--- src/rtl/psum_sched_pkg.sv ---
// Shared types and defaults for the psum tile scheduler.
package psum_sched_pkg;

  // Default downstream buffer depth in indices (initial credit count).
  localparam int CREDIT_MAX_DEFAULT = 8;

  typedef enum logic [2:0] {
    IDLE,
    LAUNCH,
    RUN,
    ADVANCE,
    FINISH
  } sched_state_t;

endpackage

--- src/rtl/psum_credit_counter.sv ---
// Saturating credit counter that tracks free downstream slots, plus the
// falling-edge await flop that stalls the generator when credits run out.
module psum_credit_counter #(
  parameter int CREDIT_MAX   = 8,
  parameter int CREDIT_WIDTH = 4
) (
  input  logic clk,
  input  logic reset,
  input  logic consume,
  input  logic credit_return,
  input  logic pause,
  output logic gen_await
);

  localparam logic [CREDIT_WIDTH-1:0] CREDIT_FULL = CREDIT_WIDTH'(CREDIT_MAX);

  logic [CREDIT_WIDTH-1:0] credit_cnt;
  logic                    credit_empty;

  assign credit_empty = (credit_cnt == '0);

  // One credit per emitted index, one back per freed slot; simultaneous
  // consume and return cancel. Holds at 0 and at full.
  always_ff @(posedge clk or posedge reset) begin
    if (reset) begin
      credit_cnt <= CREDIT_FULL;
    end else if (consume && !credit_return) begin
      if (!credit_empty) credit_cnt <= credit_cnt - 1'b1;
    end else if (credit_return && !consume) begin
      if (credit_cnt != CREDIT_FULL) credit_cnt <= credit_cnt + 1'b1;
    end
  end

  // Await is refreshed on the generator's advance edge, so an emission that
  // spends the last credit still completes before the stall takes effect.
  always_ff @(negedge clk or posedge reset) begin
    if (reset) gen_await <= 1'b1;
    else       gen_await <= pause | credit_empty;
  end

  // The generator must never emit with no credit left.
  a_no_underflow: assert property (@(posedge clk) disable iff (reset)
    !(consume && credit_empty));

endmodule

--- src/rtl/psum_tile_scheduler.sv ---
// Walks a batch-tile x channel-tile grid (channel inner loop), launching the
// psum index generator once per tile with registered base offsets.
module psum_tile_scheduler
  import psum_sched_pkg::*;
#(
  parameter int M_WIDTH      = 10,
  parameter int N_WIDTH      = 3,
  parameter int TILE_WIDTH   = 6,
  parameter int CREDIT_MAX   = CREDIT_MAX_DEFAULT,
  parameter int CREDIT_WIDTH = 4
) (
  input  logic                  clk,
  input  logic                  reset,
  input  logic                  cfg_valid,
  output logic                  cfg_ready,
  input  logic [TILE_WIDTH-1:0] cfg_n_tiles,
  input  logic [TILE_WIDTH-1:0] cfg_m_tiles,
  input  logic [N_WIDTH-1:0]    cfg_psum_step,
  input  logic [M_WIDTH-1:0]    cfg_ch_step,
  output logic                  gen_start,
  output logic [N_WIDTH-1:0]    gen_psum_base,
  output logic [M_WIDTH-1:0]    gen_channel_base,
  output logic                  gen_await,
  input  logic                  gen_busy,
  input  logic                  gen_done,
  input  logic                  credit_return,
  input  logic                  pause,
  output logic                  tile_done,
  output logic                  job_done
);

  sched_state_t state_reg, state_next;

  // Last valid index per dimension; a zero tile count behaves as one tile.
  logic [TILE_WIDTH-1:0] n_last_reg, m_last_reg;
  logic [TILE_WIDTH-1:0] n_idx_reg, m_idx_reg;
  logic [N_WIDTH-1:0]    psum_step_reg, psum_base_reg;
  logic [M_WIDTH-1:0]    ch_step_reg, channel_base_reg;
  logic                  m_more, n_more;

  assign m_more           = (m_idx_reg < m_last_reg);
  assign n_more           = (n_idx_reg < n_last_reg);
  assign gen_psum_base    = psum_base_reg;
  assign gen_channel_base = channel_base_reg;

  // FSM state register.
  always_ff @(posedge clk or posedge reset) begin
    if (reset) state_reg <= IDLE;
    else       state_reg <= state_next;
  end

  // Next-state and handshake/pulse decode.
  always_comb begin
    state_next = state_reg;
    cfg_ready  = 1'b0;
    gen_start  = 1'b0;
    tile_done  = 1'b0;
    job_done   = 1'b0;
    case (state_reg)
      IDLE: begin
        cfg_ready = 1'b1;
        if (cfg_valid) state_next = LAUNCH;
      end
      LAUNCH: begin
        gen_start  = 1'b1;
        state_next = RUN;
      end
      RUN: begin
        if (gen_done) begin
          tile_done  = 1'b1;
          state_next = ADVANCE;
        end
      end
      ADVANCE: state_next = (m_more || n_more) ? LAUNCH : FINISH;
      FINISH: begin
        job_done   = 1'b1;
        state_next = IDLE;
      end
      default: state_next = IDLE;
    endcase
  end

  // Job latch and tile index/base stepping; bases wrap modulo their width.
  always_ff @(posedge clk or posedge reset) begin
    if (reset) begin
      n_last_reg       <= '0;
      m_last_reg       <= '0;
      n_idx_reg        <= '0;
      m_idx_reg        <= '0;
      psum_step_reg    <= '0;
      ch_step_reg      <= '0;
      psum_base_reg    <= '0;
      channel_base_reg <= '0;
    end else begin
      case (state_reg)
        IDLE: begin
          if (cfg_valid) begin
            n_last_reg       <= (cfg_n_tiles == '0) ? '0 : cfg_n_tiles - 1'b1;
            m_last_reg       <= (cfg_m_tiles == '0) ? '0 : cfg_m_tiles - 1'b1;
            psum_step_reg    <= cfg_psum_step;
            ch_step_reg      <= cfg_ch_step;
            n_idx_reg        <= '0;
            m_idx_reg        <= '0;
            psum_base_reg    <= '0;
            channel_base_reg <= '0;
          end
        end
        ADVANCE: begin
          if (m_more) begin
            m_idx_reg        <= m_idx_reg + 1'b1;
            channel_base_reg <= channel_base_reg + ch_step_reg;
          end else if (n_more) begin
            m_idx_reg        <= '0;
            channel_base_reg <= '0;
            n_idx_reg        <= n_idx_reg + 1'b1;
            psum_base_reg    <= psum_base_reg + psum_step_reg;
          end
        end
        default: ;
      endcase
    end
  end

  psum_credit_counter #(
    .CREDIT_MAX   (CREDIT_MAX),
    .CREDIT_WIDTH (CREDIT_WIDTH)
  ) u_credit (
    .clk           (clk),
    .reset         (reset),
    .consume       (gen_busy),
    .credit_return (credit_return),
    .pause         (pause),
    .gen_await     (gen_await)
  );

endmodule

--- config.mk ---
export PLATFORM = sky130hd
export DESIGN_NAME = psum_tile_scheduler
export DESIGN_NICKNAME = d
export VERILOG_FILES = /design/src/rtl/psum_sched_pkg.sv /design/src/rtl/psum_credit_counter.sv /design/src/rtl/psum_tile_scheduler.sv
export SDC_FILE = /design/constraint.sdc
export NUM_CORES = 1
export LEC_CHECK = 0
export CORE_MARGIN = 2
export CORE_UTILIZATION = 35
export CTS_BUF_LIST = sky130_fd_sc_hd__clkbuf_4 sky130_fd_sc_hd__clkbuf_8
export CTS_CLUSTER_DIAMETER = 40
export DETAILED_ROUTE_END_ITERATION = 7
export MAX_ROUTING_LAYER = met4
export SYNTH_ARGS = -nofsm -noshare
export SYNTH_HDL_FRONTEND = slang
export SYNTH_SLANG_ARGS = --single-unit
--- constraint.sdc ---
create_clock -name clk -period 2.9 [get_ports clk]
set_input_delay 0.58 -clock clk [delete_from_list [all_inputs] [get_ports clk]]
set_output_delay 0.58 -clock clk [all_outputs]
set_load 0.1 [all_outputs]
==> flow_summary.yaml <==
cells_and_area:
  area_growth_pct: 23.5
  layout.nets: 475
  fillers: 900
  n_antenna_cell: 0
  fin_area_um2: 4200
  drive_above_1_share_pct: 12.5
critical_path:
  timing.reg2reg.setup_slack_ns: 0.59
  cp.arrival_ns: 2.53
  crit_buf_inv: 1
  critical-path-top-delay-family: "flip-flops"
  startpoint: "u_credit.gen_await"
  crit_type: "flop to primary output"
  end_kind: "primary output"
  cp_slowest_cell: "dfstp_2"
  critPathCapture: "gen_await"
  slowest_delay_ns: 0.53
  cp-start-kind: "flop"
  path_depth: 1
  crit_path_max_fanout: 1
  rr_worst_depth: 2
  reg2reg_to: "u_credit.gen_await"
  r2r-start: "u_credit.credit_cnt[1]"
  worstPathCellList: "buf_12"
  critPathRequiredTime_ns: 2.32
sta:
  tns_ns: -0.208
  hold_viol: 0
  rsz0062_at_grt: "true"
  setup_viol: 1
  tightestPinTransition_ns: 0.719
  worst_slack_ns: -0.208
  final_max_slew_viol_count: 0
  maxSlewHeadroom_pct: 52.1
  clock_skew_ns: 0.0375
floorplanning:
  start_util_pct: 36.5
  die_w_um: 103
  dieArea_um2: 10500
  coreArea_um2: 9330
  ios: 50
  fp-row-count: 35
  die_y_um: 103
grt:
  antenna_found_initial: 0
  grt_pass1_vias: 2648
  grt_start_max_net_pins: 58
  grt_usage_pct: 15.4
  grt_pass1_wl_mm: 12.2
  gr-total-overflow: 0
synthesis:
  synth_cells: 360
  synth_most_common_cell: "nand2_1"
  synthTopCellsByCount: "nand2_1 (67), dfrtp_1 (56), ha_1 (28)"
  synth-seq-cells: 58
  synth_area_per_cell_um2: 9.45
  yosysTopAreaCell: "dfrtp_1"
  async_flop_share_pct: 100
  synthFlopType: "dfrtp_1"
  synth_edf_count: 0
  netlist_area_um2: 3400
  synth_area_leaders: "dfrtp_1 (41%), ha_1 (10%), nand2_1 (7.4%)"
  yosys.cell_types.count: 47
  synth_fp_nets: 423
  netlist.area_leader.share_pct: 41.2
  synth-seq-area-share_pct: 42.8
  ys_warn_count: 0
clock_tree:
  clk_pin_slew_worst_paths_ns: 0.06
  cts_max_path_buffers: 2
  tritoncts: "built"
  h-tree-depth: 3
  worstSkewPairLatency_ns: 0.37
  hold_buffers: 0
  cts_buffers: 9
  ctsRootBufferMaster: "clkbuf_8"
  post_cts.repair.setup_buffers: 0
  post_cts_resize_count: 0
  cts_sinks: 58
placed_design:
  dp_hpwl_mm: 5.16
  port_buffers: 49
  placed_area_um2: 4020
  gp_routability_congestion: 0.738
detailed_routing:
  drt_first_pass_iters: 4
  viasPerCell: 4.83
  drt-wirelength-per-cell_um: 13.0
  routed_wl_mm: 7.08
  drtIter0Drc: 83
  antenna_left: 0
  drc_errors: 0
  vias: 2638
job:
  drv_cap: 0
worst_hold_path:
  hp-class: "flop to flop"
pwr:
  ir_worst_vdd_v: 0.000295
  p_per_area_nw_per_um2: 1080
  power_leakage_nw: 2.05
outcome:
  status: "finished, violations left"
  violations: "setup timing"
-- logic make-up after synthesis --
family | count (synthesis) | share of synthesized area, %
mux | 4 | 1.25
compound gates | 81 | 16.1
flops | 58 | 42.8
fa+ha+maj | 31 | 12.1
xor+xnor | 24 | 6.18
buf+inv | 38 | 4.93
simple gates | 124 | 16.7
-- placed cells by master, fill, tap and decap left out, types with 11 or more instances in the layout --
| cell type | n |
|---|---|
| nand2_1 | 67 |
| dfrtp_1 | 56 |
| clkdlybuf4s50_1 | 31 |
| ha_1 | 28 |
| inv_1 | 27 |
| buf_4 | 20 |
| xnor2_1 | 17 |
| o21ai_0 | 16 |
| nor2_1 | 16 |
| a21oi_1 | 13 |
| clkbuf_8 | 12 |
| a22o_1 | 11 |
-- tightest hold or removal path, delay by kind of cell, from the launching register on --
family,cells,cell delay (ns)
AOI/OAI and AO/OA,1,0.06
DFF,1,0.34
and+or+nand+nor,1,0.05
-- where the power goes --
group | switching, mW | internal (mW)
registers | 0.244 | 1.13
clock network | 0.318 | 0.373
logic | 1.58 | 0.887
total | 2.14 | 2.39
-- per-layer routing --
layer | vias to the layer above | global-route usage, % | wire, um
met1 | 1253 | 20.1 | 3410
met5 | - | - | 0
met4 | 0 | 7.69 | 165
met3 | 12 | 2.31 | 189
li1 | 1336 | - | -
met2 | 37 | 23.5 | 3310
-- worst min path at each step --
stage                             start            end  slack [ns]  cells after the start
after floorplan           m_last_reg[0]  m_last_reg[0]        0.44                      2
after global placement    m_last_reg[0]  m_last_reg[0]        0.46                      2
after detailed placement  n_last_reg[0]  n_last_reg[0]        0.47                      2
after CTS                 n_last_reg[0]  n_last_reg[0]        0.49                      2
after global routing      n_last_reg[0]  n_last_reg[0]        0.52                      2
final                     n_last_reg[0]  n_last_reg[0]        0.48                      2
-- area by class of cell --
| class | instances | area, um2 | area share, % |
|---|---|---|---|
| well taps | 129 | 161 | 3.84 |
| inverters | 25 | 97.6 | 2.32 |
| clock buffers | 12 | 165 | 3.93 |
| repair buffers | 53 | 500 | 11.9 |
| multi-input cells | 264 | 1800 | 42.8 |
| flip-flops and latches | 58 | 1450 | 34.6 |
| clock inverters | 5 | 21.3 | 0.507 |
-- through the flow --
stage | setup slack [ns] | cells | total power [mW] | hold slack [ns] | utilization, %
CTS | -0.222 | 546 | 4.59 | 0.486 | 45.0
global route | -0.245 | 546 | 4.90 | 0.516 | 45.0
finish | -0.208 | 546 | 4.53 | 0.483 | 45.0
detailed placement | 0.174 | 530 | 3.88 | 0.471 | 43.1
floorplan | 0.0469 | 360 | 3.28 | 0.442 | -
global placement | 0.178 | 530 | 3.81 | 0.465 | 43.1
Note: power is estimated with default switching activity, not from simulation.
==> RTL change (same settings) <==
Reset style: synchronous (`reset`), changed in 4 clocked blocks.
--- a/src/rtl/psum_credit_counter.sv
+++ b/src/rtl/psum_credit_counter.sv
@@ -21,7 +21,7 @@
 
   // One credit per emitted index, one back per freed slot; simultaneous
   // consume and return cancel. Holds at 0 and at full.
-  always_ff @(posedge clk or posedge reset) begin
+  always_ff @(posedge clk) begin
     if (reset) begin
       credit_cnt <= CREDIT_FULL;
     end else if (consume && !credit_return) begin
@@ -33,7 +33,7 @@
 
   // Await is refreshed on the generator's advance edge, so an emission that
   // spends the last credit still completes before the stall takes effect.
-  always_ff @(negedge clk or posedge reset) begin
+  always_ff @(negedge clk) begin
     if (reset) gen_await <= 1'b1;
     else       gen_await <= pause | credit_empty;
   end
--- a/src/rtl/psum_tile_scheduler.sv
+++ b/src/rtl/psum_tile_scheduler.sv
@@ -44,7 +44,7 @@
   assign gen_channel_base = channel_base_reg;
 
   // FSM state register.
-  always_ff @(posedge clk or posedge reset) begin
+  always_ff @(posedge clk) begin
     if (reset) state_reg <= IDLE;
     else       state_reg <= state_next;
   end
@@ -81,7 +81,7 @@
   end
 
   // Job latch and tile index/base stepping; bases wrap modulo their width.
-  always_ff @(posedge clk or posedge reset) begin
+  always_ff @(posedge clk) begin
     if (reset) begin
       n_last_reg       <= '0;
       m_last_reg       <= '0;
Check against the original RTL: not checked (the comparison handles one clock edge and no latches or derived clocks); the edit may change what the design does.
==> RTL change against the original RTL <==
Wire length is 4.3% higher. Setup slack better by 220 ps. Sequential cell count stayed put. Synthesized cell count is 11% higher. Register-to-register slack worse by 100 ps. Area after synthesis is 1.9% higher. Cell area is 0.60% higher. Largest cell class unchanged.
Power is not compared: it rests on default switching activity, and its combinational part moved more than twofold at a synthesized area within 25%.
==> RTL change: results (changes against the original RTL) <==
Run status
  – Status: complete, no violations

STA
  – Hold slack: 459 ps (-23.9 ps)
  – Worst Setup Slack, final: 7.37 ps (+215 ps)
  – Max Clock Skew: 34.2 ps (-3.24 ps)
  – Slew Limit Headroom: 61.2% (+9.1 points)

Hold path
  – Hold wc startpoint: ch_step_reg[2]
  – WHS Endpoint: ch_step_reg[2]

Logic synthesis
  – Mean area per synthesized cell: 8.64 um2 (-8.5%)
  – Main synth FF type: dfxtp_1
  – Cell variety after synth: 63 (+34%)
  – Post-synthesis sequential area ratio: 33.5% (-9.2 points)
  – YS warnings: 0 (unchanged)
  – Synth area leaders: dfxtp_1 (34%), ha_1 (10%), nand2_1 (4.7%), a21oi_1 (4.2%), xnor2_1 (4.0%)
  – Post-synth ARST share: 0% (-100 points)
  – Post-synth top cells: dfxtp_1 (58), nand2_1 (43), nor2_1 (31), inv_1 (30), a21oi_1 (29)
  – Net Count, Synth: 464 (+9.7%)

Placement
  – Hpwl dp: 5320 um (+3.1%)
  – IO buf count: 49 (unchanged)
  – Placed inst area: 4070 um2 (+1.4%)
  – Cell count after placement: 572 (+7.9%)
  – Place WS: 89.1 ps (-85.2 ps)
  – Placer Congestion: 0.763 (+3.3%)

Clock network
  – TritonCTS buffer count: 9 (unchanged)
  – Worst-path clk slew: 60 ps (about the same)
  – Worst-skew pair later-pin latency: 370 ps (about the same)

Critical path
  – R2r endpoint: m_idx_reg[0]
  – Crit. Startpoint: u_credit.gen_await
  – Slowest stage cell on the critical path: dfxtp_2
  – CP max FO: 1 (unchanged)
  – R2R Setup Slk: 490 ps (-100 ps)
  – Crit-path max cell delay: 330 ps (-200 ps)
  – Worst R2R Start: m_idx_reg[3]
  – Worst Path Arrival: 2310 ps (-220 ps)
  – Worst r2r path cells: 7 (+5)

Drt
  – Drt wl/cell: 12.6 um (-2.5%)
  – Detailed Routing Iterations Pass 1: 4 (unchanged)
  – Vias per cell: 5.07 (+4.8%)
  – DRT iter0 DRCs: 118 (+42%)

Final layout
  – Non-Clock Buffer Count: 56 (+5.7%)
  – Layout Nets: 513 (+8.0%)
  – Post-Layout Cell Count: 584 (+7.0%)
  – Register area: 1160 um2 (-20%)
  – Clock buf/inv share: 3.64% (-0.80 points)
  – Fill cells: 960 (+6.7%)
  – Multi-input gate count: 295 (+12%)
  – Fraction of layout cells with a size suffix above 1: 12.9% (+0.39 points)
  – # clk buffers: 11 (-1)
  – Multi-input logic area: 2110 um2 (+17%)
  – NonClk Buf Share: 12.4% (+0.46 points)
  – Non-clk invs: 29 (+16%)

Floorplanning
  – Die W: 103 um (+0.90%)

GRT
  – Gr ovfl total: 0 (unchanged)
  – Vias in the first global route: 2700 (+2.0%)
  – First-pass GRT wire length: 12200 um (-0.29%)
  – All-Layer GR Usage: 15.0% (-0.42 points)
  – Largest net degree at the start of global routing: 38 (-34%)
-- RTL change: routing by layer --
metal | GRT usage [%] | part of all wire (%)
met5 | - | 0
met4 | 7.19 | 1.9
met1 | 18.5 | 49
met3 | 2.76 | 3.8
met2 | 23.7 | 45
-- RTL change: power by group --
part / total, mW / internal (mW) / switching [mW]
Clock: 0.623 / 0.324 / 0.300
Combinational: 0.512 / 0.211 / 0.302
Sequential: 0.898 / 0.850 / 0.0479
-- RTL change: logic make-up (layout without fill, tap and decap cells) --
| family | count (synthesis) | count (layout) | synth area share [%] |
|---|---|---|---|
| AOI/OAI and AO/OA | 103 | 103 | 22.1 |
| xor gates and xnor gates | 22 | 22 | 5.56 |
| adders and majority gates | 31 | 31 | 11.8 |
| buffers and inverters | 48 | 98 | 6.07 |
| DFF | 58 | 58 | 33.5 |
| muxes | 9 | 9 | 2.78 |
| and+or+nand+nor | 130 | 130 | 18.2 |
